File: config.mk
export PLATFORM = sky130hd
export DESIGN_NAME = fanin_merge_arbiter
export DESIGN_NICKNAME = d
export VERILOG_FILES = /design/src/rtl/fanin_pkg.sv /design/src/rtl/fanin_merge_arbiter_fifo.sv /design/src/rtl/fanin_merge_arbiter.sv
export SDC_FILE = /design/constraint.sdc
export NUM_CORES = 1
export LEC_CHECK = 0
export ABC_AREA = 1
export CAP_MARGIN = 10
export CORE_MARGIN = 2
export CORE_UTILIZATION = 50
export DETAILED_ROUTE_END_ITERATION = 10
export PLACE_DENSITY = 0.85
export SLEW_MARGIN = 25
export SYNTH_ARGS = -nofsm -noshare
export SYNTH_HDL_FRONTEND = slang
export SYNTH_SLANG_ARGS = --single-unit
File: constraint.sdc
create_clock -name CLK -period 7.7 [get_ports CLK]
set_input_delay 2.31 -clock CLK [delete_from_list [all_inputs] [get_ports CLK]]
set_output_delay 2.31 -clock CLK [all_outputs]
set_load 0.05 [all_outputs]
File: src/rtl/fanin_pkg.sv
// Shared types and helpers for the fan-in merge arbiter: configuration masks,
// default sizing and the round-robin pick function.
package fanin_pkg;

    localparam int NUM_IN     = 9;
    localparam int DATA_W     = 16;
    localparam int FIFO_DEPTH = 2;
    localparam int IDX_W      = $clog2(NUM_IN);

    // rr_pick works on a fixed-width mask so any NUM_IN up to MAX_IN can share it
    localparam int MAX_IN = 32;
    localparam int PICK_W = $clog2(MAX_IN);

    typedef struct packed {
        logic [MAX_IN-1:0] en;
        logic [MAX_IN-1:0] sel;
    } fanin_cfg_t;

    typedef struct packed {
        logic              found;
        logic [PICK_W-1:0] idx;
    } rr_pick_t;

    // First set bit of mask[0 +: n] scanning ptr, ptr+1, ... wrapping at n (not at a power of 2)
    function automatic rr_pick_t rr_pick(input logic [MAX_IN-1:0] mask,
                                         input logic [PICK_W-1:0] ptr,
                                         input int                n);
        rr_pick_t r;
        int       idx;
        r = '0;
        for (int i = 0; i < MAX_IN; i++) begin
            if (i < n && !r.found) begin
                idx = int'(ptr) + i;
                if (idx >= n) begin
                    idx = idx - n;
                end
                if (mask[idx]) begin
                    r.found = 1'b1;
                    r.idx   = PICK_W'(idx);
                end
            end
        end
        return r;
    endfunction

endpackage

File: src/rtl/fanin_merge_arbiter_fifo.sv
// Small register-based FIFO with full/empty flags; push and pop may happen in the
// same cycle, and a pop frees the slot a simultaneous push needs when full.
module sync_fifo #(
    parameter int WIDTH = 8,
    parameter int DEPTH = 2
) (
    input  logic             clk,
    input  logic             rst,
    input  logic             push,
    input  logic [WIDTH-1:0] din,
    input  logic             pop,
    output logic [WIDTH-1:0] dout,
    output logic             full,
    output logic             empty
);

    localparam int PTR_W = $clog2(DEPTH);

    logic [PTR_W-1:0] wr_ptr_q, wr_ptr_d;
    logic [PTR_W-1:0] rd_ptr_q, rd_ptr_d;
    logic [PTR_W:0]   count_q, count_d;
    logic [WIDTH-1:0] mem_q [DEPTH];
    logic             do_push, do_pop;

    assign full  = (count_q == (PTR_W+1)'(DEPTH));
    assign empty = (count_q == '0);
    assign dout  = mem_q[rd_ptr_q];

    always_comb begin
        do_pop   = pop & ~empty;
        do_push  = push & (~full | do_pop);
        wr_ptr_d = wr_ptr_q + PTR_W'(do_push);
        rd_ptr_d = rd_ptr_q + PTR_W'(do_pop);
        count_d  = count_q + (PTR_W+1)'(do_push) - (PTR_W+1)'(do_pop);
    end

    always_ff @(posedge clk or posedge rst) begin
        if (rst) begin
            wr_ptr_q <= '0;
            rd_ptr_q <= '0;
            count_q  <= '0;
        end else begin
            wr_ptr_q <= wr_ptr_d;
            rd_ptr_q <= rd_ptr_d;
            count_q  <= count_d;
        end
    end

    for (genvar gi = 0; gi < DEPTH; gi++) begin : g_entry
        always_ff @(posedge clk or posedge rst) begin
            if (rst) begin
                mem_q[gi] <= '0;
            end else if (do_push && wr_ptr_q == PTR_W'(gi)) begin
                mem_q[gi] <= din;
            end
        end
    end

endmodule

File: src/rtl/fanin_merge_arbiter.sv
// Merges NUM_IN valid/ready streams onto one output through a round-robin arbiter
// and a small FIFO; each output word carries the index of the input that sent it.
module fanin_merge_arbiter
    import fanin_pkg::*;
#(
    parameter int NUM_IN     = fanin_pkg::NUM_IN,
    parameter int DATA_W     = fanin_pkg::DATA_W,
    parameter int FIFO_DEPTH = fanin_pkg::FIFO_DEPTH
) (
    input  logic                       CLK,
    input  logic                       ASYNCRESET,
    input  logic [NUM_IN-1:0]          en,
    input  logic [NUM_IN-1:0]          sel,
    input  logic [NUM_IN-1:0]          in_valid,
    input  logic [NUM_IN*DATA_W-1:0]   in_data,
    output logic [NUM_IN-1:0]          in_ready,
    output logic                       out_valid,
    output logic [DATA_W-1:0]          out_data,
    output logic [$clog2(NUM_IN)-1:0]  out_src,
    input  logic                       out_ready
);

    localparam int SRC_W = $clog2(NUM_IN);

    fanin_cfg_t              cfg;
    logic [MAX_IN-1:0]       elig;
    rr_pick_t                pick;
    logic [SRC_W-1:0]        rr_ptr_q, rr_ptr_d;
    logic [SRC_W-1:0]        grant_idx;
    logic                    grant;
    logic                    space;
    logic                    fifo_full, fifo_empty;
    logic [DATA_W+SRC_W-1:0] push_word, head_word;

    always_comb begin
        cfg     = '0;
        cfg.en  = MAX_IN'(en);
        cfg.sel = MAX_IN'(sel);
        elig    = cfg.en & cfg.sel & MAX_IN'(in_valid);
        pick    = rr_pick(elig, PICK_W'(rr_ptr_q), NUM_IN);

        // A pop in this cycle frees a slot, so a full FIFO can still accept
        space     = ~fifo_full | (out_ready & ~fifo_empty);
        grant     = pick.found & space & ~ASYNCRESET;
        grant_idx = SRC_W'(pick.idx);

        in_ready = '0;
        if (grant) begin
            in_ready[grant_idx] = 1'b1;
        end

        push_word = {in_data[grant_idx*DATA_W +: DATA_W], grant_idx};

        rr_ptr_d = rr_ptr_q;
        if (grant) begin
            rr_ptr_d = (grant_idx == SRC_W'(NUM_IN - 1)) ? '0 : grant_idx + 1'b1;
        end
    end

    always_ff @(posedge CLK or posedge ASYNCRESET) begin
        if (ASYNCRESET) begin
            rr_ptr_q <= '0;
        end else begin
            rr_ptr_q <= rr_ptr_d;
        end
    end

    sync_fifo #(
        .WIDTH (DATA_W + SRC_W),
        .DEPTH (FIFO_DEPTH)
    ) u_fifo (
        .clk   (CLK),
        .rst   (ASYNCRESET),
        .push  (grant),
        .din   (push_word),
        .pop   (out_ready),
        .dout  (head_word),
        .full  (fifo_full),
        .empty (fifo_empty)
    );

    assign out_valid = ~fifo_empty;
    assign out_data  = head_word[SRC_W +: DATA_W];
    assign out_src   = head_word[SRC_W-1:0];

endmodule

==> metrics.txt <==
RePlAce Congestion ~1.0; number of global-route vias before repair 8090; Crit. Startpoint in_valid[1]; largest net degree at the start of global routing between 60 and 70; FP Rows 43; most common cell after layout, fill and taps aside nand2_1; Reg2Reg Depth 20; reg-to-reg slack, setup roughly 2.1 ns; Worst EP required 5.39 ns; Hold Path Cell Cnt 2; Hold Startpoint u_fifo.mem_q[38]; synthesis-to-finish area growth 40.27%; fin util 0.7096; CTS buffer count 5; Fin. Hold Viols 0; Hold Path Class reg -> reg; Port Buffers between 200 and 250; Antenna Nets Post-Route 0; Clk pin slew, worst setup/hold paths roughly 0.07 ns; top cell type's share of synthesized area 0.2428; Post-Syn Area around 0.0069 sq mm; Final setup viols 0; CP max FO 4; Residual DRC 0; period utilization 0.9881; critical path class in -> out; hpwl dp 20040 microns; non-filler cells, final between 1500 and 2000; total iterations of the first detailed-routing run 5; Synth Area in XOR/XNOR 0.02632; Seq/Total Area, Yosys 0.1731; yosys warns 0; met3 WL between 1500 and 2000 microns; Mean Syn Cell Area roughly 5.8 sq um; Hold Path Sink u_fifo.mem_q[38]; Yosys top cell by area nand2_1; WL met1 about 9900 microns; Post-Synth Adder-Cell Area 0.05589; # nets final 1616; # H-tree levels 2; syn nets about 1400; Vias/cell roughly 5.5; share of cells above drive strength 1 0.1367; Post-synth EDFFs 0; worst-margin pin slew slightly below 0.9 ns; Worst slew margin 0.4155; clk buf depth 2; cts hold-fix bufs 0; TritonCTS clock tree done; DRT iter0 DRCs approximately 700; die height 121.8 microns; clock latency at the later pin of the worst-skew pair ~0.29 ns; max cap viols 0; fmax around 130 MHz; crit path time final 7.608 ns; Critical Path Start Type input pin; Routed WL 25970 microns; dpl cells between 1500 and 2000; clk sinks 48; largest family of logic cells by synthesized area simple AND/OR/NAND/NOR gates; most frequent cells in the layout nand2_1, nand3_1, clkdlybuf4s50_1; initial antenna violation count 0; Worst Setup End Kind output port; initial core utilization 0.5059; flops & latches, synth 48; Post-Synth Simple-Gate Area 0.5118; distinct cell type count after synthesis 52; Top Layer Used met4; Area contributors post-synth nand2_1, dfrtp_1, nand3_1; Vias 8769; DIE WIDTH 121.8 microns; first-pass GRT wire length 39610 microns; most common flop cell mapped by yosys dfrtp_1; drt wl/cell approximately 16 microns; Final Slew Violations 0; Compound-Gate Fraction of Synth Area 0.09681; DR WL met2 approximately 13000 microns; CP arrival roughly 5.3 ns; antenna cells 0; Cells after Synth about 1200; gr ovfl total 0; I/O Pins 204; Die ar. 0.01484 sq mm; clock skew 0.01076 ns; post-synthesis mux area share 0; r2r endpoint u_fifo.mem_q[1]; status finished, final reports clean; GRT Total Usage 0.3360; Clock Tree Root clkbuf_16; reg2reg start rr_ptr_q[1]; asr flop ratio synth 1.000; core area around 0.014 sq mm
==> timing repair <==
action,CTS,global route
setup buffers,0,11
resized for setup,4,52
hold endpoints to repair,0,0
pin swaps,1,21
cloned,0,1
setup endpoints to repair,2,9
==> through the flow <==
stage	setup WS [ns]	setup TNS (ns)	hold WS (ns)	instance area [sq um]
after floorplan	-0.04311	-0.1661	0.4487	6950
after global placement	0.03451	0	0.4627	9249
after detailed placement	-0.02496	-0.04274	0.4657	9249
after CTS	0.01009	0	0.4834	9448
after global routing	-0.04938	-0.2651	0.5024	9736
final	0.09172	0	0.4839	9736
==> registers in the layout (all words and copies together) (netlist names) <==
signal	cells
rr_ptr_q	4
u_fifo.rd_ptr_q	1
u_fifo.count_q	2
u_fifo.wr_ptr_q	1
u_fifo.mem_q	40
==> cell usage after synthesis, types with 2 or more instances <==
master,number
a211oi_1,2
a21oi_1,26
buf_2,16
buf_4,17
buf_6,7
clkbuf_1,4
clkinv_1,2
dfrtp_1,48
dlygate4sd1_1,2
ha_1,31
inv_1,134
inv_2,23
nand2_1,449
nand2_2,16
nand2_4,4
nand3_1,236
nand3_2,7
nand3_4,3
nand3b_1,3
nand4_1,8
nand4_2,3
nor2_1,28
nor2_2,3
nor2_4,5
nor3_1,11
o211ai_1,15
o21ai_0,37
o21ai_1,15
o21ai_2,5
o22ai_1,3
or2_2,2
xnor2_1,6
xor2_1,8
xor2_2,2
==> worst max-delay path by stage <==
stage / to
final: in_ready[7]
after global routing: in_ready[7]
after CTS: in_ready[7]
after detailed placement: in_ready[7]
after global placement: in_ready[3]
after floorplan: in_ready[1]
==> logic make-up (layout without fill, tap and decap cells) <==
| group | count (synthesis) | after routing |
|---|---|---|
| adder cells (fa/ha/maj) | 31 | 31 |
| XOR/XNOR | 17 | 17 |
| flip-flops | 48 | 48 |
| buffers and inverters | 208 | 420 |
| AND/OR/NAND/NOR | 783 | 784 |
| AO/OA/AOI/OAI | 112 | 112 |
==> routing by layer <==
metal	vias up	global-route usage
met5	-	0
met4	0	0.1825
met3	97	0.04916
met2	424	0.5943
met1	3985	0.3895
li1	4263	-
==> layout make-up <==
class	instances	area, sq um
clock buffer	5	125.1
fill	1219	3984
clock inverter	3	68.82
timing repair buffer	253	2515
inverter	159	604.3
sequential	48	1201
tap	180	225.2
multi-input combinational	944	4996
==> worst max-delay path: stages <==
cell,delay (ns)
clkdlybuf4s50_1,0.48
nand3_2,0.09
buf_4,0.16
nand2_1,0.06
o211ai_1,0.08
nand3_1,0.10
nand3_1,0.09
nand2_2,0.12
nand2_4,0.08
buf_4,0.15
nand2_1,0.05
o22ai_1,0.06
nor2_1,0.13
nand3_1,0.16
nor2_2,0.19
nor2_4,0.07
nor2_2,0.17
nor2_4,0.08
ha_2,0.18
inv_1,0.13
nor3_2,0.06
buf_4,0.15
buf_12,0.14
Power is not shown: default switching activity piles up to over one toggle a cycle in this logic, so the estimate is an artifact.
